$ cat src/rtl/segway_pkg.sv
// Shared types and constants for the segway digital core.
package segway_pkg;

    // Rider/steering qualifier states; 2'b11 is unused and recovers to IDLE.
    typedef enum logic [1:0] {
        IDLE  = 2'b00,
        WAIT  = 2'b01,
        STEER = 2'b10
    } steer_state_t;

    // Default weight thresholds (raw A2D counts, left + right summed).
    localparam logic [11:0] DEF_MIN_RIDER_WT = 12'h200;
    localparam logic [11:0] DEF_WT_HYST      = 12'h040;

    // Steady-stance timer widths: short for simulation, ~1.34 s at 50 MHz in hardware.
    localparam int TMR_W_SIM = 15;
    localparam int TMR_W_HW  = 26;

endpackage

$ cat src/rtl/steer_tmr.sv
// Saturating steady-stance timer: counts every clock, cleared on demand,
// sticks at all-ones so a long stance can never wrap back to "not full".
module steer_tmr #(
    parameter int W = 15
) (
    input  logic clk,
    input  logic rst,
    input  logic clr,
    output logic full
);

    logic [W-1:0] cnt;

    assign full = &cnt;

    // Count up until full; clear has priority over saturation.
    always_ff @(posedge clk or posedge rst) begin
        // NOTE: sequential state uses non-blocking assignments so every register
        // samples pre-edge values regardless of block ordering.
        if (rst) begin
            cnt <= '0;
        end else if (clr) begin
            cnt <= '0;
        end else if (!full) begin
            cnt <= cnt + W'(1);
        end
    end

endmodule

$ cat src/rtl/rider_steer_en.sv
// Rider-presence and steering-enable qualifier. Captures load-cell readings,
// decides whether a rider is mounted and standing level, and enables steering
// once the stance has been steady for a full timer period.
module rider_steer_en
    import segway_pkg::*;
#(
    parameter logic        fast_sim     = 1'b0,
    parameter logic [11:0] MIN_RIDER_WT = DEF_MIN_RIDER_WT,
    parameter logic [11:0] WT_HYST      = DEF_WT_HYST
) (
    input  logic        clk,
    input  logic        rst,
    input  logic [11:0] lft_ld,
    input  logic [11:0] rght_ld,
    input  logic        ld_vld,
    output logic        en_steer,
    output logic        rider_off
);

    localparam int          TMR_W   = fast_sim ? TMR_W_SIM : TMR_W_HW;
    localparam logic [12:0] ON_WT   = {1'b0, MIN_RIDER_WT};
    localparam logic [12:0] LOST_WT = {1'b0, MIN_RIDER_WT - WT_HYST};

    logic [11:0]  lft_r, rght_r;
    logic [12:0]  sum;
    logic [11:0]  diff;
    logic         sum_gt_min, sum_lt_min;
    logic         diff_gt_1_4, diff_gt_15_16;
    logic         clr_tmr, tmr_full;
    steer_state_t state, nxt_state;

    // Hold the most recent valid load-cell pair.
    always_ff @(posedge clk or posedge rst) begin
        if (rst) begin
            lft_r  <= '0;
            rght_r <= '0;
        end else if (ld_vld) begin
            lft_r  <= lft_ld;
            rght_r <= rght_ld;
        end
    end

    // Total weight and left/right imbalance of the captured readings.
    always_comb begin
        sum  = {1'b0, lft_r} + {1'b0, rght_r};
        diff = (lft_r >= rght_r) ? (lft_r - rght_r) : (rght_r - lft_r);
    end

    // Between LOST_WT and ON_WT neither flag is set, giving the weight hysteresis.
    assign sum_gt_min    = sum > ON_WT;
    assign sum_lt_min    = sum < LOST_WT;
    // Tight imbalance limit while waiting, loose limit once steering.
    assign diff_gt_1_4   = {1'b0, diff} > (sum >> 2);
    assign diff_gt_15_16 = {1'b0, diff} > (sum - (sum >> 4));

    steer_tmr #(.W(TMR_W)) u_tmr (
        .clk  (clk),
        .rst  (rst),
        .clr  (clr_tmr),
        .full (tmr_full)
    );

    // Next-state logic; weight loss outranks imbalance in every state.
    always_comb begin
        // NOTE: every output of this block gets a default first, so no path infers a latch.
        nxt_state = state;
        clr_tmr   = 1'b0;
        case (state)
            IDLE: begin
                if (sum_gt_min) begin
                    nxt_state = WAIT;
                    clr_tmr   = 1'b1;
                end
            end
            WAIT: begin
                if (sum_lt_min) begin
                    nxt_state = IDLE;
                end else if (diff_gt_1_4) begin
                    clr_tmr   = 1'b1;
                end else if (tmr_full) begin
                    nxt_state = STEER;
                end
            end
            STEER: begin
                if (sum_lt_min) begin
                    nxt_state = IDLE;
                end else if (diff_gt_15_16) begin
                    nxt_state = WAIT;
                    clr_tmr   = 1'b1;
                end
            end
            default: nxt_state = IDLE;
        endcase
    end

    // State and Moore outputs register together so outputs track the state exactly.
    always_ff @(posedge clk or posedge rst) begin
        if (rst) begin
            state     <= IDLE;
            en_steer  <= 1'b0;
            rider_off <= 1'b1;
        end else begin
            state     <= nxt_state;
            en_steer  <= (nxt_state == STEER);
            rider_off <= (nxt_state == IDLE);
        end
    end

endmodule

$ cat config.mk
export PLATFORM = sky130hd
export DESIGN_NAME = rider_steer_en
export DESIGN_NICKNAME = d
export VERILOG_FILES = /design/src/rtl/segway_pkg.sv /design/src/rtl/steer_tmr.sv /design/src/rtl/rider_steer_en.sv
export SDC_FILE = /design/constraint.sdc
export NUM_CORES = 1
export LEC_CHECK = 0
export CORE_UTILIZATION = 66
export DETAILED_ROUTE_END_ITERATION = 7
export PLACE_DENSITY_LB_ADDON = 0.2
export SLEW_MARGIN = 5
export SYNTH_ARGS = -nofsm -noshare
export SYNTH_HDL_FRONTEND = slang
export SYNTH_SLANG_ARGS = --single-unit
export TNS_END_PERCENT = 50
$ cat constraint.sdc
create_clock -name clk -period 12.1 [get_ports clk]
set_clock_uncertainty 0.15 [all_clocks]
set_input_delay 1.21 -clock clk [delete_from_list [all_inputs] [get_ports clk]]
set_output_delay 1.21 -clock clk [all_outputs]
set_load 0.05 [all_outputs]
; ---- After elaboration in Yosys (flattened, before gate mapping)
; Cells that the tools add are included.
[op_classes]
order_cmp = 5
n_mux = 16
n_addsub = 5
n_reduce_logical = 3
n_eq_ne = 4
[ops]
columns = operator, count
row1 = two-way mux 26 bit, 2
row2 = adder 26 x 1 -> 26 bit (second input constant), 1
row3 = AND reduction 26 bit, 1
row4 = subtractor 12 bit, 2
row5 = adder 12 x 12 -> 13 bit, 1
row6 = > comparator 12 x 13 -> 1 bit, 1
row7 = > comparator 13 x 10 -> 1 bit (second input constant), 1
row8 = less-than comparator 13 x 9 -> 1 bit (second input constant), 1
row9 = subtractor 13 x 9 -> 13 bit, 1
row10 = >= comparator 12 bit, 1
row11 = > comparator 12 x 11 -> 1 bit, 1
row12 = two-way mux 12 bit, 1
row13 = two-way mux 2 bit, 6
row14 = case mux 2 bit (3 select lines), 1
row15 = two-way mux 1 bit, 5
row16 = == test 2 bit (second input constant), 2
row17 = logical NOT 2 bit, 2
row18 = case mux 1 bit (3 select lines), 1
row19 = == test 2 x 1 -> 1 bit (second input constant), 1
row20 = != test 2 bit (second input constant), 1
[word_totals]
word_cells = 39
inputBits = 27
reg_bits = 54
out_inout_bits = 2

; ---- Longest topological paths before layout
[depth]
word_depth = 7
mapped_depth = 28
ltp_nobuf = 26

; ---- Hierarchy
; From an unflattened synthesis, not the netlist that was laid out.
[hier_totals]
cells_unflattened = 666
hier_area_um2 = 5793.1
[by_module_without_submodules]
columns = module, area_per_inst_um2, seq_area_each_um2, instances, cells_per_inst
row1 = rider_steer_en, 4311.6, 701.9, 1, 510
row2 = steer_tmr, 1481.4, 650.6, 1, 156

; ---- Worst setup path before layout
; OpenSTA, ideal clock, no wires.
[synth_path]
kind = register to register
from = reg lft_r[1]
to = reg u_tmr.cnt[24]
required_ps = 11830
slack_ps = 6350
path_stages_with_launch = 27
path_buffers = 2
synth_period_minus_slack_ps = 5750
arrival_ps = 5481
setup_ps = 120
cell_sequence = dfrtp_1 inv_1 ha_1 nand2b_1 a2111oi_4 nor2_1 xnor2_1 inv_1 fa_1 o31a_1 o31ai_2 a21oi_1 o21ai_0 xnor2_1 ha_1 a21o_1 a21oi_1 o2111a_1 a211oi_1 nand2b_1 o311ai_1 nor3_2 a21oi_1 a22o_1 buf_4 buf_6 nor2_1
[synth_via]
elab_chain_cells = 7
elab_cells_between_ends = 18
classes_between = 4 x add/sub / 5 x order compare / 1 x eq/ne / 8 x mux
[synth_rtl]
columns = element, line_no
row1 = from (decl), rider_steer_en.sv:24  ; logic [11:0] lft_r, rght_r;
row2 = from (signal assigned), rider_steer_en.sv:38  ; lft_r <= lft_ld;
row3 = adder 12 x 12 -> 13 bit (tied with other cells), rider_steer_en.sv:45  ; sum = {1'b0, lft_r} + {1'b0, rght_r};
row4 = subtractor 13 x 9 -> 13 bit or two-way mux 12 bit (tied branches), "rider_steer_en.sv:54, rider_steer_en.sv:46"
row5 = > comparator 12 x 13 -> 1 bit or > comparator 12 x 11 -> 1 bit (tied branches), "rider_steer_en.sv:54, rider_steer_en.sv:53"
row6 = "two-way mux 1 bit, on equally long branches", "rider_steer_en.sv:87, rider_steer_en.sv:78"
row7 = "two-way mux 1 bit, on equally long branches", "rider_steer_en.sv:85, rider_steer_en.sv:76"
row8 = case mux 1 bit (3 select lines) *, rider_steer_en.sv:68  ; case (state)
row9 = != test 2 bit (no source line) or two-way mux 26 bit (tied branches), -
row10 = to (signal assigned), steer_tmr.sv:25  ; cnt <= cnt + W'(1);
row11 = to (decl), steer_tmr.sv:12  ; logic [W-1:0] cnt;
; Mark *: on every way between the ends. The rest lies on a longest branch, timed or not.
; A chain may end at the register's enable or synchronous reset.

; ---- Worst setup path in the final report
[layout_path]
from = reg lft_r[2]
to = reg u_tmr.cnt[7]
; The elaborated chain is that of the path after synthesis.

==> impl_metrics.py <==
metrics = {
    "logic_synthesis": {
        "synth_edf_count": 0,
        "synth_top_cell_by_area": "dfrtp_1",
        "syn_avg_cell_area_sq_um": 8.50,
        "async_flop_share": 1.00,
        "yosys_most_used_dff": "dfrtp_1",
        "syn_area_sq_um": 5220,
        "syn_nets": 714,
        "syn_inst": 614,
        "ys_warn_count": 0,
        "synth_cell_types": 69,
        "synth_top_area_share": 0.254,
        "ys_ff_latch": 54,
        "yosys-top-cells-area": "dfrtp_1 (25%), ha_1 (17%), xnor2_1 (4.7%)",
        "yosysSeqAreaShare": 0.259,
    },
    "clocking": {
        "cts_buffer_depth": 2,
        "cts-resized-gates": 0,
        "clk-insertion-delay-late_ns": 0.32,
        "cts_tree": "done",
        "root_buffer": "clkbuf_8",
        "cts_setup_buffers": 0,
        "clk_pin_slew_ns": 0.11,
        "cts_buffers": 5,
        "cts.sinks": 54,
        "htreeDepth": 2,
        "postCtsHoldBufs": 0,
    },
    "setup_path": {
        "critPathKind": "register to register",
        "crit_path_start_kind": "register",
        "end_kind": "register",
        "cp_max_fo": 26,
        "cp.required_ns": 12.12,
        "path_cells": "inv_1, ha_1, nor2b_1, a2111oi_4, nor2_1, xnor2_1, inv_1, fa_1, o31a_1, o31ai_2, a21oi_1, o21ai_0, xnor2_1, ha_1, a21o_1, a21oi_1, o2111a_1, a211oi_1, nand2b_1, o311ai_1, nor3_2, a21oi_1, a22o_1, nor2_1",
        "cpPeakStageDelay_ns": 0.74,
        "cpMostUsedCell": "a21oi_1",
        "cp.arrival_ns": 7.03,
        "timing.rr.start": "lft_r[2]",
        "critPathSlowestCell": "a22o_1",
        "critPathLaunch": "lft_r[2]",
    },
    "cells_and_area": {
        "drive_gt1_frac": 0.0474,
        "final_area_sq_um": 5640,
        "mostFrequentLayoutCells": "ha_1 (69), nor2_1 (61), inv_1 (55)",
        "layout.cells.most_common": "ha_1",
        "antennaDiodeCount": 0,
        "area_growth_syn_to_layout_pct": 8.03,
        "nNetsFinal": 732,
        "final_core_util": 0.734,
        "final_cells": 735,
    },
    "placed_design": {
        "dp_hpwl_mm": 9.03,
        "post-place-ws_ns": 5.14,
        "placement.cell_area_sq_um": 5540,
        "gp_congestion": 0.885,
        "dp_cells": 727,
        "portBuffers": 28,
    },
    "timing": {
        "finalSetupViolations": 0,
        "slew_viol_final": 0,
        "grt_setup_unrepaired": "no",
        "max_freq_mhz": 143,
        "worst_slew_pin_slew_ns": 0.892,
        "worst_slack_ns": 5.09,
        "relSlewSlack": 0.406,
        "finalCritPeriodShare": 0.579,
        "layout_min_cycle_time_ns": 7.01,
        "hold_viol": 0,
        "tns_ns": 0,
    },
    "floorplanning": {
        "rows": 32,
        "coreArea_sq_um": 7690,
        "die-area_sq_um": 8270,
        "io_pins": 29,
        "dieHeight_microns": 90.9,
        "die-width_microns": 90.9,
        "initial_core_util": 0.679,
    },
    "drt": {
        "avgRoutedWirePerCell_microns": 15.6,
        "ant_nets": 0,
        "drt-total-wl_mm": 11.4,
        "drt-vias-per-instance": 5.98,
        "dr.pass1.iters": 5,
        "num_vias": 4393,
        "remaining_drc_errors": 0,
        "drtIter0Drc": 302,
    },
    "power_and_ir_drop": {
        "power_density_nw_per_um2": 175,
        "vdd_drop_max_v": 0.0000671,
        "p_leak_nw": 2.61,
    },
    "flow_run": {
        "drv_cap": 0,
    },
    "global_routing": {
        "grt_use_total": 0.290,
        "grt_pass1_vias": 4231,
        "antenna_found_initial": 0,
        "gr-total-overflow": 0,
        "grt_pass1_wl_mm": 19.5,
        "grt_max_degree": 55,
    },
    "status": {
        "outcome": "finished clean",
    },
    "hold_path": {
        "hp-start": "u_tmr.cnt[20]",
        "hold_class": "register to register",
    },
}
## worst max-delay path: cells and delay by family, from the launching register on
| family | cells | cell delay (ns) |
|---|---|---|
| compound gates | 12 | 3.46 |
| xor+xnor | 2 | 0.59 |
| simple gates | 5 | 0.76 |
| flops | 1 | 0.39 |
| buf+inv | 2 | 0.25 |
| fa+ha+maj | 3 | 1.24 |
## layout make-up
cell class | instances | area [sq um]
repair buffers | 30 | 295
clock buffers | 5 | 68.8
fillers | 610 | 2050
multi-input cells | 484 | 3550
well taps | 102 | 128
flip-flops and latches | 54 | 1350
inverters | 57 | 214
clock inverters | 3 | 28.8
## through the flow
step	total power, W	hold WS (ns)
3_5_place_dp	0.000866	0.374
6_report	0.000986	0.402
3_3_place_gp	0.000846	0.360
2_1_floorplan	0.000745	0.347
4_1_cts	0.000980	0.403
5_1_grt	0.00107	0.431
## path summary, 6_finish.rpt
| kind | end | cells past startpoint | slack [ns] |
|---|---|---|---|
| min reg2reg | u_tmr.cnt[20] | 2 | 0.40 |
| max in group asynchronous | u_tmr.cnt[18] | 3 | 10.12 |
| min in group asynchronous | lft_r[7] | 3 | 1.24 |
| min | u_tmr.cnt[20] | 2 | 0.40 |
| max | u_tmr.cnt[7] | 24 | 5.09 |
| max reg2reg | u_tmr.cnt[7] | 24 | 5.09 |
## power by group
group          switching, W  internal, W  leakage [nW]
Combinational      0.000390     0.000279          1.86
Clock             0.0000692    0.0000431        0.0502
Sequential        0.0000110     0.000193         0.701
## cells by family after synthesis
| logic type | synth area share |
|---|---|
| AND/OR/NAND/NOR | 0.183 |
| AO/OA/AOI/OAI | 0.200 |
| adder cells (fa/ha/maj) | 0.181 |
| buffers and inverters | 0.0604 |
| flip-flops | 0.259 |
| multiplexers | 0.0141 |
| XOR/XNOR | 0.102 |
## metal layers
metal,up-vias,global-route usage,part of all wire
li1,2178,-,-
met1,2072,0.416,0.48
met2,126,0.466,0.47
met3,17,0.0343,0.039
met4,0,0.0741,0.012
met5,-,0,0
## flip-flops by register name, summed over array words and instances, names as in the netlist
name       flops
en_steer       1
rght_r        12
u_tmr.cnt     26
lft_r         12
rider_off      1
state          2
## synth_stat cells, drive strengths merged, types with 4 or more instances
library cell,count
o21ai,38
o31a,5
and3,7
nor3,11
nor2,61
xnor2,29
a21o,16
a211oi,6
nand3,21
ha,69
xor2,26
buf,11
nand2,48
or3,5
o31ai,4
and2,6
fa,4
nand4,11
nor2b,8
a2111oi,4
clkbuf,8
inv,57
o21bai,4
a21oi,35
nand2b,4
or2,5
mux2i,4
dfrtp,53
Power figures use the tool's default switching activity.
